<file path="config.mk">
export PLATFORM = sky130hd
export DESIGN_NAME = sw_debounce
export DESIGN_NICKNAME = d
export VERILOG_FILES = /design/src/rtl/gpio_pkg.sv /design/src/rtl/debounce_bit.sv /design/src/rtl/sw_debounce.sv
export SDC_FILE = /design/constraint.sdc
export NUM_CORES = 1
export LEC_CHECK = 0
export CORE_MARGIN = 2
export CORE_UTILIZATION = 55
export CTS_CLUSTER_DIAMETER = 40
export DETAILED_ROUTE_END_ITERATION = 10
export GPL_TIMING_DRIVEN = 0
export MAX_ROUTING_LAYER = met4
export PLACE_DENSITY = 0.82
export SKIP_CTS_REPAIR_TIMING = 1
export SYNTH_ARGS = -nofsm -noshare
export SYNTH_HDL_FRONTEND = slang
export SYNTH_SLANG_ARGS = --single-unit
</file>
<file path="constraint.sdc">
create_clock -name clk -period 3 [get_ports clk]
set_clock_uncertainty 0.1 [all_clocks]
set_input_delay 0.6 -clock clk [delete_from_list [all_inputs] [get_ports clk]]
set_output_delay 0.6 -clock clk [all_outputs]
set_load 0.005 [all_outputs]
</file>
<file path="src/rtl/gpio_pkg.sv">
// Shared GPIO constants for the switch conditioner, cpu and top.
// Also holds the counter width helper for the debouncer.
package gpio_pkg;

    localparam int GPIO_IN_W        = 18;
    localparam int DEBOUNCE_DEFAULT = 500000;

    function automatic int cnt_width(input int cycles);
        return $clog2(cycles) + 1;
    endfunction

endpackage

</file>
<file path="src/rtl/debounce_bit.sv">
// One switch lane: two-flop synchronizer, saturating run counter,
// debounced level flop and registered rise/fall pulses.
module debounce_bit
    import gpio_pkg::*;
#(
    parameter int DEBOUNCE_CYCLES = DEBOUNCE_DEFAULT
) (
    input  logic clk,
    input  logic res,
    input  logic sw_i,
    output logic stable_o,
    output logic rise_o,
    output logic fall_o,
    output logic evt_o
);

    localparam int CW = cnt_width(DEBOUNCE_CYCLES);
    localparam logic [CW-1:0] CNT_MAX = CW'(DEBOUNCE_CYCLES - 1);

    logic          sync1_q;
    logic          sync2_q;
    logic          stable_q;
    logic          stable_d;
    logic          rise_q;
    logic          rise_d;
    logic          fall_q;
    logic          fall_d;
    logic [CW-1:0] cnt_q;
    logic [CW-1:0] cnt_d;

    // Bring the raw switch into the clock domain.
    always_ff @(posedge clk or negedge res) begin
        if (!res) begin
            sync1_q <= 1'b0;
            sync2_q <= 1'b0;
        end else begin
            sync1_q <= sw_i;
            sync2_q <= sync1_q;
        end
    end

    // Accept a new level only after it has persisted long enough.
    always_comb begin
        stable_d = stable_q;
        cnt_d    = '0;
        if (sync2_q != stable_q) begin
            if (cnt_q == CNT_MAX) begin
                stable_d = sync2_q;
            end else begin
                cnt_d = cnt_q + CW'(1);
            end
        end
        rise_d = stable_d & ~stable_q;
        fall_d = ~stable_d & stable_q;
    end

    // Counter, debounced level and edge pulses.
    always_ff @(posedge clk or negedge res) begin
        if (!res) begin
            cnt_q    <= '0;
            stable_q <= 1'b0;
            rise_q   <= 1'b0;
            fall_q   <= 1'b0;
        end else begin
            cnt_q    <= cnt_d;
            stable_q <= stable_d;
            rise_q   <= rise_d;
            fall_q   <= fall_d;
        end
    end

    assign stable_o = stable_q;
    assign rise_o   = rise_q;
    assign fall_o   = fall_q;
    assign evt_o    = rise_d | fall_d;

endmodule

</file>
<file path="src/rtl/sw_debounce.sv">
// Board switch conditioner: WIDTH independent debounce lanes plus a
// single any-change pulse aligned with the per-bit edge pulses.
module sw_debounce
    import gpio_pkg::*;
#(
    parameter int WIDTH           = GPIO_IN_W,
    parameter int DEBOUNCE_CYCLES = DEBOUNCE_DEFAULT
) (
    input  logic             clk,
    input  logic             res,
    input  logic [WIDTH-1:0] sw_raw,
    output logic [WIDTH-1:0] sw_stable,
    output logic [WIDTH-1:0] sw_rise,
    output logic [WIDTH-1:0] sw_fall,
    output logic             sw_changed
);

    logic [WIDTH-1:0] evt;
    logic             changed_q;

    for (genvar i = 0; i < WIDTH; i++) begin : g_bit
        debounce_bit #(
            .DEBOUNCE_CYCLES(DEBOUNCE_CYCLES)
        ) u_bit (
            .clk     (clk),
            .res     (res),
            .sw_i    (sw_raw[i]),
            .stable_o(sw_stable[i]),
            .rise_o  (sw_rise[i]),
            .fall_o  (sw_fall[i]),
            .evt_o   (evt[i])
        );
    end

    // Register the OR of next-cycle pulses so it lines up with them.
    always_ff @(posedge clk or negedge res) begin
        if (!res) begin
            changed_q <= 1'b0;
        end else begin
            changed_q <= |evt;
        end
    end

    assign sw_changed = changed_q;

endmodule

</file>
==> flow_summary_export.csv <==
group,metric,value,unit
finish,final_nets,2350,
route,drtIter0Drc,1080,
sta,layout_setup_ws,-0.1208,ns
sta,rsz0062_at_grt,"yes",
die,ioPinCount,75,
grt,grt_usage,0.2189,
yosys,netlist_instances,2118,
run_status,status,"finished, violations left",
sta,tightest_slew,0.8533,ns
route,route.detailed.drc,0,
clock_tree,cts_root_buf,"clkbuf_16",
clock_tree,clock_sinks,451,
grt,grt_overflow,0,
yosys,synthXorXnorAreaFrac,0.1122,
yosys,synth_cell_types,51,
critical_path,worstPathRequired,3.38,ns
run_status,violations,"negative setup slack",
critical_path,r2r-start,"g_bit[14].u_bit.cnt_q[10]$_DFF_PN0_",
clock_tree,cts_tree,"built",
clock_tree,clkTransAtPathRegs,0.06,ns
placed_design,dp_cells,2721,
die,coreArea,39550,um^2
finish,num_antenna_cells,0,
clock_tree,clockBufferDepth,3,
clock_tree,htree_levels,2,
critical_path,cp-start-kind,"flop",
placed_design,post_dp_cell_area,23450,um^2
finish,layout_common_cells,"447 x dfrtp_1, 319 x nor2_1, 184 x xnor2_1, 115 x nand4_1, 111 x nand3_1",
sta,setup_viol,1,
finish,final_cell_area,25910,um^2
critical_path,path_cells,"or4b_4 > nor4_4 > mux2_2 > ha_1 > nand4_1 > or4_1",
finish,nFillCells,2851,
clock_tree,cts_buffers,61,
yosys,yosys_warnings,0,
die,start_util,0.5546,
sta,hold_viol,0,
die,die_w,203.7,um
yosys,async_flop_share,1.000,
die,die-area,41490,um^2
run,drv_cap,0,
yosys,ys_ff_latch,451,
grt,antenna_found_initial,0,
placed_design,dp_hpwl,28290,um
sta,finalMaxSlewViolations,0,
finish,postLayoutCoreUtil,0.6551,
finish,drive_above_1_share,0.1295,
yosys,synth.avg_cell_area,10.36,um^2
power,ir_drop,0.4545,mV
critical_path,crit_path_end_kind,"flop",
yosys,synth_fa_ha_area_frac,0.03081,
route,wl,43960,um
critical_path,cpPeakStageDelay,0.60,ns
grt,grt_pass1_wl,74260,um
sta,finalCriticalPeriod,3.121,ns
yosys,yosysSeqAreaShare,0.5146,
yosys,synth_compound_area_frac,0.04455,
route,vias,16167,
power,power,0.01410,W
critical_path,r2r_cells,6,
critical_path,path_delay_family,"simple AND/OR/NAND/NOR gates",
yosys,synth_top_family_by_area,"simple AND/OR/NAND/NOR gates",
min_path,hold_path.class,"flop to flop",
sta,max_freq,0.3204,GHz
route,drt_pre_antenna_iters,5,
critical_path,path_max_fanout,4,
critical_path,cp_num_cells,6,
route,wl_per_cell,15.43,um
route,ant_nets,0,
critical_path,r2r_slack,-0.12,ns
yosys,synth_edf_count,0,
finish,area_growth,18.14,%
grt,first_global_vias,15944,
critical_path,path_buf_inv,0,
critical_path,cp-endpoint,"sw_changed$_DFF_PN0_",
critical_path,cp.arrival,3.50,ns
clock_tree,clkLatencyLatePin,0.60,ns
power,p_per_area,544.1,nW/um^2
critical_path,startpoint,"g_bit[14].u_bit.cnt_q[10]$_DFF_PN0_",
finish,instances_no_fill,2849,
placed_design,placement.io_buffers,74,
yosys,synthFlopType,"dfrtp_1",
yosys,yosys.area_share.simple,0.2365,
die,row_count,73,
yosys,syn_nets,2192,
finish,final_common_cell,"dfrtp_1",
sta,setup_tns,-0.1208,ns
die,die_h,203.7,um
sta,min_period_over_period,1.040,
critical_path,crit_slowest_cell,"or4b_4",
critical_path,regToRegEndpoint,"sw_changed$_DFF_PN0_",
critical_path,critPathKind,"flop to flop",
yosys,synth_mux_area_frac,0.01928,
route,viasPerCell,5.675,
sta,relSlewSlack,0.4249,
grt,grt_start_max_net_pins,122,
placed_design,place.gp.congestion,0.8750,
yosys,netlist_area,21930,um^2
power,p_leak,10.64,nW
## Yosys cell counts, types with 22 or more instances
cell type | number | area [um^2]
buf_4 | 60 | 450.4
nor2_1 | 320 | 1201
nor3_1 | 71 | 355.3
ha_1 | 54 | 675.7
and4_1 | 28 | 245.2
o21ai_0 | 37 | 185.2
mux2i_1 | 22 | 220.2
xor2_1 | 97 | 849.6
inv_1 | 87 | 326.6
or3_1 | 42 | 262.8
nor4_1 | 78 | 488.0
or4_1 | 30 | 225.2
dfrtp_1 | 451 | 11290
nand4_1 | 115 | 719.4
nand3_1 | 115 | 575.6
nand2_1 | 91 | 341.6
a21oi_1 | 60 | 300.3
xnor2_1 | 184 | 1612
## power by group
part	switching [W]	total, W	internal [W]
clock network	0.00283	0.00744	0.00461
logic	0.000270	0.000401	0.000131
registers	0.0000884	0.00626	0.00617
total	0.00318	0.0141	0.0109
## state kept, by name (all words and copies together), names as in the netlist
register / cells
g_bit.u_bit.cnt_q: 360
g_bit.u_bit.fall_o: 18
g_bit.u_bit.rise_o: 18
g_bit.u_bit.stable_o: 18
g_bit.u_bit.sync1_q: 18
g_bit.u_bit.sync2_q: 18
sw_changed: 1
## final cells by class
type / count / area (um^2) / area share
inverter: 87 / 326.6 / 0.01260
multi-input combinational: 1489 / 9952 / 0.3841
clock inverter: 39 / 514.2 / 0.01985
tap: 525 / 656.9 / 0.02535
sequential: 451 / 11290 / 0.4358
buffer: 91 / 595.6 / 0.02299
timing repair buffer: 95 / 985.9 / 0.03805
clock buffer: 72 / 1588 / 0.06128
## cell families (layout without fill, tap and decap cells)
logic type,after synthesis,in the layout
buffers and inverters,178,384
XOR/XNOR,281,281
AO/OA/AOI/OAI,139,139
flip-flops,451,451
AND/OR/NAND/NOR,975,975
multiplexers,40,40
adder cells (fa/ha/maj),54,54
## per-stage QoR
step / hold WS, ns / setup WS, ns
6_report: 0.2464 / -0.1208
5_1_grt: 0.2486 / -0.1913
4_1_cts: -0.2039 / -0.4163
3_5_place_dp: 0.2347 / -0.3927
3_3_place_gp: 0.2332 / -18.14
2_1_floorplan: 0.2044 / 0.007500
## worst min path at each step
stage / from / end / slack, ns / cells past startpoint
floorplan: res / g_bit[0].u_bit.cnt_q[0]$_DFF_PN0_ / 0.20 / 0
finish: g_bit[7].u_bit.sync1_q$_DFF_PN0_ / g_bit[7].u_bit.sync2_q$_DFF_PN0_ / 0.25 / 0
detailed placement: g_bit[0].u_bit.sync1_q$_DFF_PN0_ / g_bit[0].u_bit.sync2_q$_DFF_PN0_ / 0.23 / 0
global placement: g_bit[6].u_bit.sync1_q$_DFF_PN0_ / g_bit[6].u_bit.sync2_q$_DFF_PN0_ / 0.23 / 0
CTS: res / g_bit[12].u_bit.cnt_q[13]$_DFF_PN0_ / -0.20 / 1
global route: g_bit[1].u_bit.sync1_q$_DFF_PN0_ / g_bit[1].u_bit.sync2_q$_DFF_PN0_ / 0.25 / 0
## layer usage
metal,part of all wire,vias to the layer above,global-route usage
met5,0,-,-
met4,0.026,0,0.08003
met3,0.037,81,0.03212
met2,0.50,350,0.3587
met1,0.44,7980,0.2779
li1,-,7756,-
Note: power is estimated with default switching activity, not from simulation.
